<file path="config.mk">
export PLATFORM = sky130hd
export DESIGN_NAME = uart_rx_sequencer
export DESIGN_NICKNAME = d
export VERILOG_FILES = /design/src/rtl/uart_rx_pkg.sv /design/src/rtl/uart_rx_bit_timer.sv /design/src/rtl/uart_rx_sequencer.sv
export SDC_FILE = /design/constraint.sdc
export NUM_CORES = 1
export LEC_CHECK = 0
export BUFFER_PORTS_ARGS = -buffer_cell sky130_fd_sc_hd__clkbuf_2
export CAP_MARGIN = 20
export CELL_PAD_IN_SITES_DETAIL_PLACEMENT = 1
export CELL_PAD_IN_SITES_GLOBAL_PLACEMENT = 2
export CORE_ASPECT_RATIO = 0.9
export CORE_UTILIZATION = 40
export DETAILED_ROUTE_END_ITERATION = 8
export PLACE_DENSITY_LB_ADDON = 0.15
export SYNTH_ARGS = -nofsm -noshare
export SYNTH_HDL_FRONTEND = slang
export SYNTH_SLANG_ARGS = --single-unit
export TNS_END_PERCENT = 50
</file>
<file path="constraint.sdc">
create_clock -name i_clk -period 4.3 [get_ports i_clk]
set_input_delay 0 -clock i_clk [delete_from_list [all_inputs] [get_ports i_clk]]
set_output_delay 0 -clock i_clk [all_outputs]
set_load 0.01 [all_outputs]
</file>
<file path="src/rtl/uart_rx_pkg.sv">
// Shared types and default constants for the UART receive sequencer.
// DEF_PARITY_ODD exists only when UART_RX_PARITY_EN is defined.
package uart_rx_pkg;

  typedef enum logic [2:0] {
    IDLE,
    START,
    DATA,
    PARITY,
    STOP,
    WAIT_IDLE
  } state_t;

  localparam int DEF_OVERSAMPLE  = 16;
  localparam int DEF_DATA_BITS   = 8;
  localparam int DEF_SYNC_STAGES = 2;
`ifdef UART_RX_PARITY_EN
  localparam int DEF_PARITY_ODD  = 0;
`endif

endpackage

</file>
<file path="src/rtl/uart_rx_bit_timer.sv">
// Oversample counter for the receive sequencer: flags the start-bit midpoint and the end of
// each full bit period. Advances only on sample ticks; cleared by the FSM.
module uart_rx_bit_timer
  import uart_rx_pkg::*;
#(
  parameter int OVERSAMPLE = DEF_OVERSAMPLE
) (
  input  logic i_clk,
  input  logic i_rst_n,
  input  logic i_tick,
  input  logic i_clear,
  output logic o_mid_pt,
  output logic o_bit_end
);

  localparam int CNT_W = $clog2(OVERSAMPLE);
  localparam logic [CNT_W-1:0] MID_CNT  = CNT_W'(OVERSAMPLE / 2 - 1);
  localparam logic [CNT_W-1:0] LAST_CNT = CNT_W'(OVERSAMPLE - 1);

  logic [CNT_W-1:0] r_cnt;

  // Explicit wrap at OVERSAMPLE-1 so non-power-of-two ratios still work.
  always_ff @(posedge i_clk or negedge i_rst_n) begin
    if (!i_rst_n) begin
      r_cnt <= '0;
    end else if (i_tick) begin
      if (i_clear || o_bit_end) r_cnt <= '0;
      else                      r_cnt <= r_cnt + CNT_W'(1);
    end
  end

  assign o_mid_pt  = (r_cnt == MID_CNT);
  assign o_bit_end = (r_cnt == LAST_CNT);

endmodule

</file>
<file path="src/rtl/uart_rx_sequencer.sv">
// UART receive sequencer: line synchroniser, frame FSM, shift register and valid/ack handshake.
// Define UART_RX_PARITY_EN to add the parity bit phase and the PARITY_ODD parameter.
module uart_rx_sequencer
  import uart_rx_pkg::*;
#(
  parameter int OVERSAMPLE  = DEF_OVERSAMPLE,
  parameter int DATA_BITS   = DEF_DATA_BITS,
  parameter int SYNC_STAGES = DEF_SYNC_STAGES
`ifdef UART_RX_PARITY_EN
  , parameter int PARITY_ODD = DEF_PARITY_ODD
`endif
) (
  input  logic                 i_clk,
  input  logic                 i_rst_n,
  input  logic                 i_sample_tick,
  input  logic                 i_rx_in,
  input  logic                 i_data_ack,
  output logic [DATA_BITS-1:0] o_data_out,
  output logic                 o_data_valid,
  output logic                 o_busy,
  output logic                 o_frame_err,
  output logic                 o_overrun_err,
  output logic                 o_parity_err
);

  localparam int IDX_W = $clog2(DATA_BITS + 1);
  localparam logic [IDX_W-1:0] LAST_IDX = IDX_W'(DATA_BITS - 1);

  state_t               r_state, w_stateNext;
  logic [SYNC_STAGES-1:0] r_sync;
  logic                 w_rxS;
  logic [IDX_W-1:0]     r_bitIdx;
  logic [DATA_BITS-1:0] r_shift;
  logic                 r_done, r_stopBit;
  logic                 w_midPt, w_bitEnd;
  logic                 w_timerClr, w_idxClr, w_shiftEn, w_stopSample;
  logic                 w_parityErr;
  logic [DATA_BITS-1:0] r_dataOut;
  logic                 r_dataValid, r_frameErr, r_overrunErr, r_parityErr;
`ifdef UART_RX_PARITY_EN
  logic                 w_parCap, r_parityBit;
`endif

  // Synchroniser idles high so reset never looks like a start bit.
  always_ff @(posedge i_clk or negedge i_rst_n) begin
    if (!i_rst_n) begin
      r_sync <= '1;
    end else begin
      r_sync[0] <= i_rx_in;
      for (int i = 1; i < SYNC_STAGES; i++) r_sync[i] <= r_sync[i-1];
    end
  end

  assign w_rxS = r_sync[SYNC_STAGES-1];

  uart_rx_bit_timer #(.OVERSAMPLE(OVERSAMPLE)) u_timer (
    .i_clk     (i_clk),
    .i_rst_n   (i_rst_n),
    .i_tick    (i_sample_tick),
    .i_clear   (w_timerClr),
    .o_mid_pt  (w_midPt),
    .o_bit_end (w_bitEnd)
  );

  always_comb begin
    w_stateNext  = r_state;
    w_timerClr   = 1'b0;
    w_idxClr     = 1'b0;
    w_shiftEn    = 1'b0;
    w_stopSample = 1'b0;
`ifdef UART_RX_PARITY_EN
    w_parCap     = 1'b0;
`endif
    if (i_sample_tick) begin
      unique case (r_state)
        IDLE: begin
          w_timerClr = 1'b1;
          if (!w_rxS) w_stateNext = START;
        end
        START: if (w_midPt) begin
          w_timerClr  = 1'b1;
          w_idxClr    = 1'b1;
          w_stateNext = w_rxS ? IDLE : DATA;
        end
        DATA: if (w_bitEnd) begin
          w_shiftEn = 1'b1;
`ifdef UART_RX_PARITY_EN
          if (r_bitIdx == LAST_IDX) w_stateNext = PARITY;
`else
          if (r_bitIdx == LAST_IDX) w_stateNext = STOP;
`endif
        end
`ifdef UART_RX_PARITY_EN
        PARITY: if (w_bitEnd) begin
          w_parCap    = 1'b1;
          w_stateNext = STOP;
        end
`endif
        STOP: if (w_bitEnd) begin
          w_stopSample = 1'b1;
          w_stateNext  = w_rxS ? IDLE : WAIT_IDLE;
        end
        WAIT_IDLE: begin
          w_timerClr = 1'b1;
          if (w_rxS) w_stateNext = IDLE;
        end
        default: w_stateNext = IDLE;
      endcase
    end
  end

  // r_done delays completion by one clock so the handshake sees a settled stop bit.
  always_ff @(posedge i_clk or negedge i_rst_n) begin
    if (!i_rst_n) begin
      r_state   <= IDLE;
      r_bitIdx  <= '0;
      r_shift   <= '0;
      r_done    <= 1'b0;
      r_stopBit <= 1'b0;
    end else begin
      r_state <= w_stateNext;
      r_done  <= w_stopSample;
      if (w_idxClr)       r_bitIdx <= '0;
      else if (w_shiftEn) r_bitIdx <= r_bitIdx + IDX_W'(1);
      if (w_shiftEn)    r_shift   <= {w_rxS, r_shift[DATA_BITS-1:1]};
      if (w_stopSample) r_stopBit <= w_rxS;
    end
  end

`ifdef UART_RX_PARITY_EN
  always_ff @(posedge i_clk or negedge i_rst_n) begin
    if (!i_rst_n)      r_parityBit <= 1'b0;
    else if (w_parCap) r_parityBit <= w_rxS;
  end

  assign w_parityErr = ((^r_shift) ^ r_parityBit) != 1'(PARITY_ODD);
`else
  assign w_parityErr = 1'b0;
`endif

  // A frame landing on an unacknowledged character is dropped and flagged as overrun.
  always_ff @(posedge i_clk or negedge i_rst_n) begin
    if (!i_rst_n) begin
      r_dataOut    <= '0;
      r_dataValid  <= 1'b0;
      r_frameErr   <= 1'b0;
      r_overrunErr <= 1'b0;
      r_parityErr  <= 1'b0;
    end else if (r_done) begin
      if (!r_dataValid || i_data_ack) begin
        r_dataOut   <= r_shift;
        r_frameErr  <= ~r_stopBit;
        r_parityErr <= w_parityErr;
        r_dataValid <= 1'b1;
      end else begin
        r_overrunErr <= 1'b1;
      end
    end else if (i_data_ack && r_dataValid) begin
      r_dataValid  <= 1'b0;
      r_overrunErr <= 1'b0;
    end
  end

  assign o_data_out    = r_dataOut;
  assign o_data_valid  = r_dataValid;
  assign o_busy        = (r_state != IDLE);
  assign o_frame_err   = r_frameErr;
  assign o_overrun_err = r_overrunErr;
  assign o_parity_err  = r_parityErr;

endmodule

</file>
==> results.md <==
- Status: finished, final reports clean
- Sequential area share after synthesis: 55.04%
- Design area: 1779 um2
- Max-Cap Viols: 0
- Number of global-route vias before repair: 1013
- Gpl congestion: 0.6953
- WL per Instance: 15.21 um
- CTS sink cnt: 34
- Crit. End Element: register
- First-pass GRT wire length: 4816 um
- Worst path cell trace: ha_1, and3_4, nand3_4, mux2_1
- Dpl hpwl: roughly 2100 um
- Peak Freq: 0.6181 GHz
- Setup Fix Bufs, Post-CTS: 0
- Die Y: between 60 and 70 um
- EDFF count, synth: 0
- CTS buffer count: 5
- IO Count: 18
- Pin count of the biggest net entering global routing: 35
- Post-Synthesis Cells: 125
- Root Buffer Master: clkbuf_8
- Worst-margin pin slew: 841.9 ps
- Via count: around 1000
- Startpoint Class: register
- Core area: approximately 3700 um2
- Max VDD drop: 0.0001884 V
- Initial antenna violation count: 0
- Leakage: 0.8931 nW
- Max Slew Vio Count: 0
- Total GRT Usage: between 10% and 20%
- H-tree lvl count: 2
- YS warnings: 0
- Critical path class: reg -> reg
- Syn avg cell area: about 12 um2
- Hold Path Class: in -> reg
- Commonest non-fill, non-tap cell in the layout: dfrtp_1
- CTS clk-pin slew, worst paths: about 70 ps
- TNS Setup: 0 ps
- Ranking of synthesized cells by area: dfrtp_1 (52%), mux2_4 (6.8%), mux2_1 (3.6%)
- NetSw: roughly 0.00023 W
- DRC: 0
- Starting Density: 41.84%
- Power share of the clock group: 30.7%
- Port Buffers: 16
- Gr ovfl total: 0
- Synthesized cell area: between 1500 and 2000 um2
- Worst Hold Depth: 2
- Dpl cell area: 1658 um2
- Final antenna-violating net count: 0
- Synth area leader: dfrtp_1
- Critical Path Fanout Max: 12
- Sw Ratio: 30.02%
- Area of the die: 4129 um2
- Max Buffers Root-to-Sink: 2
- Critical Path RT: between 4000 and 5000 ps
- Row count: 21
- Crit-path max cell delay: between 300 and 400 ps
- Yosys reg bits: 34
- Primary FF master, synth: dfrtp_1
- Routed vias/inst: 5.139
- Final setup fails: 0
- Nets: 154
- Drt total wl: 2950 um
- Cell-internal power: 0.0005383 W
- Reg2Reg Depth: 4
- Die X-Extent: 67.62 um
- Clk_lat worst skew: approximately 280 ps
- RSZ-0062 raised after global routing: no
- FFs w/ async S/R, synth: 100.0%
- Layout cells sized above 1: between 20% and 30%
- Seq pwr share: 50.1%
- Final min period: between 1500 and 2000 ps
- P per Cell Area: 432.4 nW/um2
- Violation count after the first detailed-route iteration: 31
- Rel. slew slack: 43.88%
- Final worst path period share: 37.62%
- CP max stage cell: dfrtp_1
- Layout Skew: 3.232 ps
- Crit path DAT: between 1500 and 2000 ps
- Area growth syn-to-layout: 14.77%
- Synth top area share: 51.65%
- Final hold vios: 0
- Cell variety after synth: 40
- Combinational share of power: 19.3%
- CTS tree: yes
- N_diodes: 0
- Drt first pass iters: 4
- Syn Nets: 132
- Commonest non-fill, non-tap cells in the layout: dfrtp_1 (32), clkbuf_2 (16), mux2_4 (7), nor2_1 (7)
==> final timing paths <==
| kind | endpoint | startpoint | slack [ps] |
|---|---|---|---|
| max in group asynchronous | r_bitIdx[1] | i_rst_n | 3420 |
| min | u_timer.r_cnt[0] | i_sample_tick | 110 |
| min reg2reg | r_sync[1] | r_sync[0] | 360 |
| max reg2reg | r_shift[7] | u_timer.r_cnt[1] | 2680 |
| max | r_shift[7] | u_timer.r_cnt[1] | 2680 |
| min in group asynchronous | o_overrun_err | i_rst_n | 360 |
==> synth_stat cells, types with 2 or more instances <==
master,instances
o21ai_1,2
nand3_1,2
mux2_2,5
mux2_4,7
mux2_1,5
nand2b_1,5
inv_1,3
nand3b_1,3
a21oi_1,3
o21ai_0,5
a22oi_1,2
nor2b_1,3
nand4_1,2
ha_1,2
nor3_1,2
dfstp_2,2
buf_4,2
o21a_1,3
nor2_1,7
dfrtp_1,32
nand2_1,6
xor2_1,4
==> layout make-up <==
| type | count | area [um2] |
|---|---|---|
| timing repair buffer | 19 | 110.1 |
| tap | 46 | 57.56 |
| multi-input combinational | 84 | 655.6 |
| sequential | 34 | 853.3 |
| inverter | 3 | 11.26 |
| clock buffer | 7 | 86.33 |
| fill | 406 | 1926 |
| clock inverter | 1 | 5.005 |
==> state kept, by name, indices dropped and copies added (netlist names) <==
| register | cells |
|---|---|
| o_overrun_err | 1 |
| o_data_out | 8 |
| r_stopBit | 1 |
| r_bitIdx | 4 |
| u_timer.r_cnt | 4 |
| o_frame_err | 1 |
| o_data_valid | 1 |
| r_shift | 8 |
| r_done | 1 |
| r_sync | 2 |
| r_state | 3 |
==> logic make-up after synthesis <==
| family | share of synthesized area, % |
|---|---|
| AO/OA/AOI/OAI | 8.071 |
| XOR/XNOR | 2.260 |
| adder cells (fa/ha/maj) | 1.614 |
| buffers and inverters | 2.663 |
| flip-flops | 55.04 |
| multiplexers | 14.69 |
| other | 0.2419 |
| AND/OR/NAND/NOR | 15.42 |
==> per-stage QoR <==
stage          setup slack, ps  hold WS (ps)  utilization [%]  instances  power [W]
2_1_floorplan             2813        -295.6                -        125  0.0004907
3_3_place_gp              2759         89.82            44.75        183  0.0005301
3_5_place_dp              2697         89.66            44.75        183  0.0005341
4_1_cts                   2678         102.8            48.02        194  0.0007804
5_1_grt                   2594         136.8            48.02        194  0.0008161
6_report                  2682         105.4            48.02        194  0.0007693
==> metal layers <==
layer	share of wire, %	GRT usage [%]	vias up
li1	-	-	481
met5	0	0	-
met3	3.9	4.630	4
met2	47	26.73	15
met1	48	21.28	497
met4	1.2	7.295	0
==> timing repair <==
item                                   in CTS  in global routing
resized for setup                           0                  0
endpoints found under the hold margin      34                  0
hold buffers                                3                  0
==> worst max-delay path: cells and delay by family (launching register included) <==
kind,cells,cell delay [ps]
and+or+nand+nor,2,470
muxes,1,380
DFF,1,390
adders and majority gates,1,260
==> power groups by stage <==
stage / Combinational [W] / Sequential (W) / Clock [W]
2_1_floorplan: 0.000118 / 0.000373 / 0
3_3_place_gp: 0.000143 / 0.000387 / 0
3_5_place_dp: 0.000146 / 0.000388 / 0
4_1_cts: 0.000150 / 0.000384 / 0.000246
5_1_grt: 0.000167 / 0.000390 / 0.000259
6_report: 0.000148 / 0.000385 / 0.000236
Power figures use the tool's default switching activity.
